File: src/rtl/fp_wb_arbiter.sv
// -----------------------------------------------------------------------------
// fp_wb_arbiter
//
// Purpose:
//   Writeback arbiter for the floating-point register file. Tracks which FP
//   registers have an in-flight write (pending mask), stalls issue on a WAW
//   hazard, and merges three producer streams (FP load, FP add/mul,
//   FP div/sqrt) into one registered writeback port using round-robin
//   arbitration.
//
// Ports:
//   clk, rst_n              clock / asynchronous active-low reset
//   iss_valid, iss_rdf      issuing FP instruction and its destination
//   iss_stall               issue blocked: destination already pending
//   srcK_valid/ready        per-source handshake (K = 0 load, 1 add/mul,
//   srcK_rdf/data             2 div/sqrt); ready is the combinational grant
//   wb_we/wb_addrf/wb_dataf registered write port to the FP register file
//   rs1f/rs2f               hazard-query addresses
//   rs1f_busy/rs2f_busy     queried register still has a pending write
//   err_unexp               sticky: a write arrived for a non-pending register
// -----------------------------------------------------------------------------
module fp_wb_arbiter #(
  parameter int DATA_W = 32,
  parameter int ADDR_W = 5
) (
  input  logic              clk,
  input  logic              rst_n,
  // issue side
  input  logic              iss_valid,
  input  logic [ADDR_W-1:0] iss_rdf,
  output logic              iss_stall,
  // source 0: FP load
  input  logic              src0_valid,
  output logic              src0_ready,
  input  logic [ADDR_W-1:0] src0_rdf,
  input  logic [DATA_W-1:0] src0_data,
  // source 1: FP add/mul
  input  logic              src1_valid,
  output logic              src1_ready,
  input  logic [ADDR_W-1:0] src1_rdf,
  input  logic [DATA_W-1:0] src1_data,
  // source 2: FP div/sqrt
  input  logic              src2_valid,
  output logic              src2_ready,
  input  logic [ADDR_W-1:0] src2_rdf,
  input  logic [DATA_W-1:0] src2_data,
  // register file write port
  output logic              wb_we,
  output logic [ADDR_W-1:0] wb_addrf,
  output logic [DATA_W-1:0] wb_dataf,
  // hazard queries
  input  logic [ADDR_W-1:0] rs1f,
  input  logic [ADDR_W-1:0] rs2f,
  output logic              rs1f_busy,
  output logic              rs2f_busy,
  // status
  output logic              err_unexp
);

  localparam int NREG = 1 << ADDR_W;

  logic [NREG-1:0]   pending_q, pending_d;
  logic [NREG-1:0]   set_mask, clr_mask;
  logic [1:0]        rr_ptr_q, rr_ptr_d;
  logic              wb_we_q, wb_we_d;
  logic [ADDR_W-1:0] wb_addrf_q, wb_addrf_d;
  logic [DATA_W-1:0] wb_dataf_q, wb_dataf_d;
  logic              err_q, err_d;

  logic              set_en;
  logic              any_valid;
  logic              xfer;
  logic [1:0]        grant_idx;
  logic [ADDR_W-1:0] xfer_rdf;
  logic [DATA_W-1:0] xfer_data;
  logic              xfer_unexp;

  // ---------------------------------------------------------------------------
  // Hazard tracking
  // ---------------------------------------------------------------------------
  assign iss_stall = iss_valid && pending_q[iss_rdf];
  assign set_en    = iss_valid && !iss_stall;
  assign rs1f_busy = pending_q[rs1f];
  assign rs2f_busy = pending_q[rs2f];

  // Clear lands on the edge the register file commits the write; a
  // simultaneous set for the same register takes precedence.
  always_comb begin
    set_mask  = '0;
    clr_mask  = '0;
    if (set_en)  set_mask[iss_rdf]    = 1'b1;
    if (wb_we_q) clr_mask[wb_addrf_q] = 1'b1;
    pending_d = (pending_q & ~clr_mask) | set_mask;
  end

  // ---------------------------------------------------------------------------
  // Round-robin arbitration: search starts at rr_ptr_q and wraps 2 -> 0.
  // ---------------------------------------------------------------------------
  always_comb begin
    grant_idx = 2'd0;
    case (rr_ptr_q)
      2'd1:    grant_idx = src1_valid ? 2'd1 : (src2_valid ? 2'd2 : 2'd0);
      2'd2:    grant_idx = src2_valid ? 2'd2 : (src0_valid ? 2'd0 : 2'd1);
      default: grant_idx = src0_valid ? 2'd0 : (src1_valid ? 2'd1 : 2'd2);
    endcase
  end

  assign any_valid = src0_valid || src1_valid || src2_valid;
  // Reset is asynchronous, so grants are masked directly by rst_n to keep
  // every ready low for the whole time reset is held.
  assign xfer = any_valid && rst_n;

  assign src0_ready = xfer && (grant_idx == 2'd0);
  assign src1_ready = xfer && (grant_idx == 2'd1);
  assign src2_ready = xfer && (grant_idx == 2'd2);

  always_comb begin
    xfer_rdf  = src0_rdf;
    xfer_data = src0_data;
    case (grant_idx)
      2'd1: begin
        xfer_rdf  = src1_rdf;
        xfer_data = src1_data;
      end
      2'd2: begin
        xfer_rdf  = src2_rdf;
        xfer_data = src2_data;
      end
      default: begin
        xfer_rdf  = src0_rdf;
        xfer_data = src0_data;
      end
    endcase
  end

  // A write for a register that is neither pending nor being claimed by the
  // instruction issuing on this very edge has no owner.
  assign xfer_unexp = xfer && !pending_q[xfer_rdf] &&
                      !(set_en && (iss_rdf == xfer_rdf));

  always_comb begin
    rr_ptr_d   = rr_ptr_q;
    wb_we_d    = xfer;
    wb_addrf_d = wb_addrf_q;
    wb_dataf_d = wb_dataf_q;
    err_d      = err_q || xfer_unexp;
    if (xfer) begin
      rr_ptr_d   = (grant_idx == 2'd2) ? 2'd0 : grant_idx + 2'd1;
      wb_addrf_d = xfer_rdf;
      wb_dataf_d = xfer_data;
    end
  end

  // ---------------------------------------------------------------------------
  // State registers
  // ---------------------------------------------------------------------------
  always_ff @(posedge clk or negedge rst_n) begin
    if (!rst_n) begin
      pending_q  <= '0;
      rr_ptr_q   <= 2'd0;
      wb_we_q    <= 1'b0;
      wb_addrf_q <= '0;
      wb_dataf_q <= '0;
      err_q      <= 1'b0;
    end else begin
      pending_q  <= pending_d;
      rr_ptr_q   <= rr_ptr_d;
      wb_we_q    <= wb_we_d;
      wb_addrf_q <= wb_addrf_d;
      wb_dataf_q <= wb_dataf_d;
      err_q      <= err_d;
    end
  end

  assign wb_we     = wb_we_q;
  assign wb_addrf  = wb_addrf_q;
  assign wb_dataf  = wb_dataf_q;
  assign err_unexp = err_q;

endmodule

File: config.mk
export PLATFORM = sky130hd
export DESIGN_NAME = fp_wb_arbiter
export DESIGN_NICKNAME = d
export VERILOG_FILES = /design/src/rtl/fp_wb_arbiter.sv
export SDC_FILE = /design/constraint.sdc
export NUM_CORES = 1
export LEC_CHECK = 0
export CORE_UTILIZATION = 28
export DETAILED_ROUTE_END_ITERATION = 7
export REMOVE_ABC_BUFFERS = 1
export SLEW_MARGIN = 40
export SYNTH_ARGS = -nofsm -noshare
export SYNTH_HDL_FRONTEND = slang
export SYNTH_SLANG_ARGS = --single-unit
File: constraint.sdc
create_clock -name clk -period 4.9 [get_ports clk]
set_input_delay 1.47 -clock clk [delete_from_list [all_inputs] [get_ports clk]]
set_output_delay 1.47 -clock clk [all_outputs]
set_load 0.005 [all_outputs]
Word level (Yosys, flattened, before mapping)
Index checks and enable logic that the tools add are counted.

Bitwise gates (word level): 3. Order comparisons: 7. Muxes and demuxes: 24. Reductions and logical operators: 18. Add/sub/neg operators: 1. Eq/ne operators: 5.

Operators by type and width (number): $mux W32 (2); $pmux W32 S2 (1); $and A32 B32 Y32 (1); $not A32 Y32 (1); $or A32 B32 Y32 (1); $lt A5 B6 Y1 const B (5); $bmux W1 S5 (4); $mux W2 (6); $logic_and A1 B1 Y1 (11); $demux W1 S5 (2); $ge A5 B1 Y1 const B (2); $pmux W5 S2 (1); $mux W1 (7); $eq A5 B5 Y1 (1); $eq A2 B1 Y1 const B (2); $eq A2 B2 Y1 const B (2); $pmux W2 S2 (1); $logic_not A1 Y1 (3); $logic_or A1 B1 Y1 (3); $add A2 B1 Y2 const B (1); $logic_not A2 Y1 (1).

Register bits: 73. Output and inout bits: 45.

Logic depth before layout (Yosys ltp)
Gate-level depths: netlist (run 1).

Depth in word-level cells: 11. Depth in mapped cells: 17. Gate-level depth less buffers: 15.

Worst setup path before layout (run 1)
Ideal clock, no wire load.

Kind: input port to output port. From: input port rs1f[0]. To: output port rs1f_busy. Path buffers: 1. Path slack: 488 ps. Arrival time: 2942 ps. Data required time: 3430 ps. Stages on the path: 4. Cells stage by stage: buf_2 mux4_2 mux4_2 mux2_2.

Word-level cells in the longest chain between the ends: 2.

Ends and longest elaborated chain: from (decl) (line 52) `input logic [ADDR_W-1:0] rs1f,`; $bmux W1 S5 (line 83) `assign rs1f_busy = pending_q[rs1f];`; $mux W1 (implied by the code) (line 83); to (decl) (line 54) `output logic rs1f_busy,`.

No other way between the ends. The select of a mux whose other input is x is not followed.

Final worst setup path (run 1)
From: input port iss_rdf[2]. To: output port iss_stall.

Word-level cells in the longest chain between the ends: 3.

Ends and longest elaborated chain: from (decl) (line 30) `input logic [ADDR_W-1:0] iss_rdf,`; $bmux W1 S5 (line 81) `assign iss_stall = iss_valid && pending_q[iss_rdf];`; $mux W1 (implied by the code) (line 81); $logic_and A1 B1 Y1 (line 81); to (decl) (line 31) `output logic iss_stall,`.

No other way between the ends. The select of a mux whose other input is x is not followed.

==> impl_metrics.tcl, run 1 <==
set metrics [dict create \
    critical_path_required_ns 3.43 \
    synth_async_sr_flop_share_pct 100 \
    timing.final.setup_violations 0 \
    grt_first_pass_wirelength_mm 28.0 \
    ctsLongestPathBuffers 2 \
    numClockSinks 73 \
    synth.distinct_cells 46 \
    synthDominantCellAreaShare_pct 37.9 \
    timing_max_transition_violations_final 0 \
    yosys_warnings 0 \
    layout.core_utilization_pct 44.5 \
    synth_ff_type "sky130_fd_sc_hd__dfrtp_1" \
    largest_net_degree_at_the_start_of_global_routing 76 \
    critPathArrivalTime_ns 3.37 \
    cts_hold_buffers 0 \
    dp_slack_ns -0.388 \
    track_usage_pct 20.9 \
    dp.final_hpwl_mm 13.6 \
    maxUsedRoutingLayer "met4" \
    start_util_pct 28.8 \
    route.antenna.remaining_nets 0 \
    global_route.overflow_total 0 \
    clkTransAtPathRegs_ns 0.05 \
    placed_instance_count 888 \
    syn2layout_area_growth_pct 54.5 \
    yosysSeqAreaShare_pct 37.9 \
    number_of_flops_mapped_to_enable_cells_by_yosys 0 \
    detailroute.via_count 4930 \
    die_w_um 133 \
    layout-drive-gt1-share_pct 16.1 \
    max_cap_violations 0 \
    status "completed" \
    criticalPathCategory "in2out" \
    drc 0 \
    finish.cell_count_without_fillers 911 \
    start_kind "input pin" \
    power.total_w 0.00448 \
    placement_row_count 47 \
    placeableCoreArea_um2 16700 \
    finClkSkew_ns 0.00843 \
    finalHoldViolations 0 \
    post-synth-top-area-cell "sky130_fd_sc_hd__dfrtp_1" \
    drt-met1-wl_mm 7.27 \
    ys_seq_elements 73 \
    post_synth_main_area_contributors "sky130_fd_sc_hd__dfrtp_1, sky130_fd_sc_hd__mux4_2, sky130_fd_sc_hd__o21ai_0" \
    antenna_found_initial 0 \
    netlist_instances 499 \
    gpl.final_weighted_congestion 0.916 \
    fp.dieH_um 133 \
    vias_per_cell 5.41 \
    timing.fmax_mhz 206 \
    totalNegativeSetupSlack_ns 0 \
    met2_wirelength_mm 8.75 \
    syn_avg_cell_area_um2 9.65 \
    numPortBuffers 176 \
    worst-path-max-fanout 8 \
    worst_slack_ns 0.0553 \
    first_pass_iters 5 \
    worst-slew-pin-transition_ns 0.709 \
    die_area_um2 17700 \
    diodes 0 \
    design.final.nets 825 \
    dr.first_iter.drc_count 284 \
    design.portCount 177 \
    power.static_leakage_nw 2.92 \
    cts_root_buffer "sky130_fd_sc_hd__clkbuf_16" \
    cts_tree "yes" \
    syn_area_um2 4820 \
    final_min_period_over_clock_period_pct 98.9 \
    vdd_ir_drop_max_uv 213 \
    routed_wire_length_per_instance_um 20.0 \
    number_of_global_route_vias_before_repair 5015 \
    cellPowerDensity_nw_per_um2 602 \
    met3_length_mm 1.59 \
    critPathCaptureType "output port" \
    layout_min_cycle_time_ns 4.84 \
    nFillCells 1586 \
    hp-class "reg2reg" \
    grt_setup_unrepaired "yes" \
    htreeDepth 3 \
    numCtsBuffers 9 \
    final_routed_wirelength_mm 18.2 \
    insertion_delay_ns 0.35 \
    reg2reg_setup_slack_ns 1.28 \
    relSlewSlack_pct 52.7 \
]
==> per-stage QoR <==
stage,area [um2],hold slack (ns)
6_report,7440,0.474
3_5_place_dp,6970,0.467
2_1_floorplan,4620,0.456
5_1_grt,7440,0.501
3_3_place_gp,6960,0.455
4_1_cts,7410,0.478
==> path summary, 6_finish.rpt <==
kind | cells after the start | from | to
setup / recovery | 8 | iss_rdf[2] | iss_stall
hold / removal | 2 | wb_dataf[23] | wb_dataf[23]
setup reg to reg | 15 | rr_ptr_q[0] | err_unexp
hold reg to reg | 2 | wb_dataf[23] | wb_dataf[23]
max in group asynchronous | 2 | rst_n | pending_q[17]
min in group asynchronous | 2 | rst_n | wb_we
==> cell type report <==
| type | count | area [um2] | share of cell area [%] |
|---|---|---|---|
| Multi-Input combinational cell | 378 | 2840 | 38.2 |
| Timing Repair Buffer | 217 | 2140 | 28.7 |
| Sequential cell | 73 | 1830 | 24.6 |
| Tap cell | 220 | 275 | 3.70 |
| Clock buffer | 12 | 256 | 3.45 |
| Clock inverter | 4 | 75.1 | 1.01 |
| Inverter | 7 | 26.3 | 0.353 |
==> power by group <==
group          total [W]  leakage (nW)  switching (W)  internal, W
combinational    0.00249          1.92        0.00127      0.00122
sequential       0.00126         0.847       0.000373     0.000884
clock           0.000734         0.155       0.000261     0.000474
total            0.00448          2.92        0.00190      0.00258
==> cell usage after synthesis, types with 2 or more instances <==
library cell,instances
sky130_fd_sc_hd__or3b_2,3
sky130_fd_sc_hd__xnor2_1,5
sky130_fd_sc_hd__and2_1,4
sky130_fd_sc_hd__a21oi_1,14
sky130_fd_sc_hd__mux2i_1,27
sky130_fd_sc_hd__buf_4,3
sky130_fd_sc_hd__ha_1,7
sky130_fd_sc_hd__nor2b_1,3
sky130_fd_sc_hd__o22ai_1,9
sky130_fd_sc_hd__xor2_1,5
sky130_fd_sc_hd__a211oi_2,2
sky130_fd_sc_hd__a21oi_2,3
sky130_fd_sc_hd__buf_1,3
sky130_fd_sc_hd__inv_1,6
sky130_fd_sc_hd__dfrtp_1,73
sky130_fd_sc_hd__nand3b_1,8
sky130_fd_sc_hd__clkbuf_1,24
sky130_fd_sc_hd__a22oi_1,6
sky130_fd_sc_hd__mux2_2,2
sky130_fd_sc_hd__nor2_1,42
sky130_fd_sc_hd__nor3_1,2
sky130_fd_sc_hd__nand3_1,3
sky130_fd_sc_hd__buf_6,3
sky130_fd_sc_hd__o21ai_0,72
sky130_fd_sc_hd__buf_2,8
sky130_fd_sc_hd__or3_1,2
sky130_fd_sc_hd__nand4b_1,2
sky130_fd_sc_hd__nand2b_1,2
sky130_fd_sc_hd__a21o_1,2
sky130_fd_sc_hd__o31ai_1,33
sky130_fd_sc_hd__a221oi_1,34
sky130_fd_sc_hd__nand4_1,3
sky130_fd_sc_hd__mux4_2,20
sky130_fd_sc_hd__nand2_1,52
==> layout by cell type, fill, tap and decap left out, types with 8 or more instances in the layout <==
cell type and n:
sky130_fd_sc_hd__mux4_2 20, sky130_fd_sc_hd__nor2_1 42, sky130_fd_sc_hd__nand3b_1 8, sky130_fd_sc_hd__a221oi_1 34, sky130_fd_sc_hd__clkbuf_16 9, sky130_fd_sc_hd__o21ai_0 72, sky130_fd_sc_hd__nand2_1 51, sky130_fd_sc_hd__mux2i_1 26
sky130_fd_sc_hd__a21oi_1 13, sky130_fd_sc_hd__o31ai_1 32, sky130_fd_sc_hd__buf_4 34, sky130_fd_sc_hd__clkdlybuf4s50_1 166, sky130_fd_sc_hd__dfrtp_1 73
==> registers in the layout, summed over array words and instances, names as in the netlist <==
signal     flops
rr_ptr_q       2
err_unexp      1
wb_dataf      32
wb_addrf       5
wb_we          1
pending_q     32
==> worst max-delay path, cell delays in order <==
cell and delay, ns:
sky130_fd_sc_hd__clkdlybuf4s15_2 0.24, sky130_fd_sc_hd__or3_4 0.41, sky130_fd_sc_hd__o22ai_2 0.20, sky130_fd_sc_hd__nor4_2 0.06, sky130_fd_sc_hd__buf_4 0.14, sky130_fd_sc_hd__mux2i_2 0.17
sky130_fd_sc_hd__and2_4 0.18, sky130_fd_sc_hd__clkdlybuf4s50_1 0.49
==> layer usage <==
metal  up-vias  global-route usage, %
met4         0                   9.97
met2       256                   35.0
met1      2365                   25.0
met3        35                   5.59
li1       2274                      -
met5         -                      0
==> cells by family (layout without fill, tap and decap cells) <==
logic type	after synthesis	in the layout	share of synthesized area [%]
mux	49	49	15.4
compound gates	182	182	25.7
xor+xnor	10	10	1.82
fa+ha+maj	7	7	1.82
flops	73	73	37.9
simple gates	130	130	12.6
buf+inv	48	240	4.65
==> repair_timing <==
action,in CTS,in global routing
pin swaps,2,2
setup endpoints to repair,4,3
gates cloned,1,0
buffers inserted,6,0
gates resized for setup,24,12
Power figures use the tool's default switching activity.
==> run 2, diff against run 1 <==
--- a/config.mk
+++ b/config.mk
@@ -7,6 +7,7 @@
 export LEC_CHECK = 0
 export CORE_UTILIZATION = 28
 export DETAILED_ROUTE_END_ITERATION = 7
+export GPL_ROUTABILITY_DRIVEN = 0
 export REMOVE_ABC_BUFFERS = 1
 export SLEW_MARGIN = 40
 export SYNTH_ARGS = -nofsm -noshare
==> run 2 against run 1 <==
Combinational power hardly changed. Clock-buffer cell count up 2. Power is 1.1% lower. Non-clock buffer count down 1. Critical path depth shrank 2. Via count increased by 2.1%. Final area down 1.1%. Highest routed layer unchanged.
==> impl_metrics.tcl, run 2 (same netlist as run 1, synthesis figures left out) <==
set metrics [dict create \
    cellPowerDensity_nw_per_um2 602 \
    start_kind "input pin" \
    layout.core_utilization_pct 44.1 \
    numClockSinks 73 \
    grt_setup_unrepaired "no" \
    layout-drive-gt1-share_pct 14.3 \
    track_usage_pct 20.7 \
    die_w_um 133 \
    diodes 0 \
    layout_min_cycle_time_ns 4.85 \
    dr.first_iter.drc_count 329 \
    max_cap_violations 0 \
    finalHoldViolations 0 \
    timing_max_transition_violations_final 0 \
    routed_wire_length_per_instance_um 19.9 \
    hp-class "reg2reg" \
    vdd_ir_drop_max_uv 248 \
    design.portCount 177 \
    insertion_delay_ns 0.34 \
    timing.fmax_mhz 206 \
    vias_per_cell 5.53 \
    placement_row_count 47 \
    power.static_leakage_nw 2.92 \
    clkTransAtPathRegs_ns 0.05 \
    syn2layout_area_growth_pct 52.8 \
    design.final.nets 824 \
    worst-path-max-fanout 8 \
    totalNegativeSetupSlack_ns 0 \
    critPathCaptureType "output port" \
    largest_net_degree_at_the_start_of_global_routing 76 \
    start_util_pct 28.8 \
    ctsLongestPathBuffers 2 \
    dp_slack_ns -0.404 \
    global_route.overflow_total 0 \
    final_routed_wirelength_mm 18.2 \
    cts_tree "yes" \
    worst-slew-pin-transition_ns 0.710 \
    antenna_found_initial 0 \
    placeableCoreArea_um2 16700 \
    status "completed" \
    relSlewSlack_pct 52.6 \
    layout.cells.most_common_list "sky130_fd_sc_hd__clkdlybuf4s50_1, sky130_fd_sc_hd__dfrtp_1, sky130_fd_sc_hd__o21ai_0" \
    final_area_um2 7360 \
    detailroute.via_count 5033 \
    numPortBuffers 176 \
    placement.cell_area_um2 6970 \
    die_area_um2 17700 \
    worst_hold_slack_ns 0.474 \
    finClkSkew_ns 0.00338 \
    final_min_period_over_clock_period_pct 99.1 \
    numCtsBuffers 9 \
    timing.final.setup_violations 0 \
    cts_hold_buffers 0 \
    number_of_global_route_vias_before_repair 5043 \
    fp.dieH_um 133 \
    critical_path_required_ns 3.43 \
    grt_first_pass_wirelength_mm 28.0 \
    criticalPathCategory "in2out" \
    dp.final_hpwl_mm 13.6 \
    htreeDepth 3 \
    cts_root_buffer "sky130_fd_sc_hd__clkbuf_16" \
    layout.cells.most_common "sky130_fd_sc_hd__clkdlybuf4s50_1" \
    first_pass_iters 5 \
    route.antenna.remaining_nets 0 \
    nFillCells 1589 \
    worst_slack_ns 0.0451 \
    critPathArrivalTime_ns 3.38 \
    drc 0 \
]
run 2: cell count changes in the layout (fill, tap and decap cells not counted), sizes merged:
cell	delta
clkdlybuf4s15	-5
dlymetal6s2s	+1
bufinv	-1
buf	-2
clkdlybuf4s50	-1
clkbuf	+2
clkinv	+1
dlygate4sd2	+6
clkinvlp	-2
run 2: per-layer routing:
layer	track usage [%]	wire (um)
met3	4.98	1510
met5	0	0
met2	34.8	8960
met4	9.79	564
met1	25.0	7120
run 2: critical path, cell delays in order:
cell and delay [ns]:
sky130_fd_sc_hd__clkdlybuf4s50_1 0.47, sky130_fd_sc_hd__buf_6 0.14, sky130_fd_sc_hd__mux4_2 0.30, sky130_fd_sc_hd__mux4_2 0.47, sky130_fd_sc_hd__mux2_2 0.27, sky130_fd_sc_hd__dlygate4sd2_1 0.26
run 2: worst paths after layout:
kind,depth (start not counted),slack [ns],startpoint,end
min in group asynchronous,2,1.29,rst_n,wb_we
setup / recovery,6,0.05,rs2f[1],rs2f_busy
max in group asynchronous,2,3.15,rst_n,wb_dataf[11]
setup reg to reg,16,1.30,rr_ptr_q[0],err_unexp
hold / removal,2,0.47,wb_dataf[23],wb_dataf[23]
hold reg to reg,2,0.47,wb_dataf[23],wb_dataf[23]
run 2: final cells by class:
type                       instances  area (um2)  area share [%]
sequential                        73        1830            24.8
timing repair buffer             216        2120            28.9
tap                              220         275            3.74
clock buffer                      14         274            3.72
multi-input combinational        378        2800            38.0
inverter                           7        26.3           0.357
clock inverter                     2        35.0           0.476
run 2: what timing repair did:
item | CTS | global route
buffers inserted | 2 | 2
endpoints found under the setup margin | 4 | 3
gates resized for setup | 14 | 4
pin swaps | 1 | 1
gates cloned | 1 | 0
run 2: stage by stage:
| stage | std cells | power, W |
|---|---|---|
| 6_report | 910 | 0.00443 |
| 2_1_floorplan | 458 | 0.00256 |
| 3_5_place_dp | 889 | 0.00372 |
| 5_1_grt | 910 | 0.00473 |
| 3_3_place_gp | 889 | 0.00365 |
| 4_1_cts | 908 | 0.00443 |
run 2: power breakdown:
part           internal (W)  total [W]  switching, W
clock network      0.000436   0.000690      0.000255
registers          0.000885    0.00124      0.000359
logic               0.00121    0.00250       0.00129
total               0.00253    0.00443       0.00191
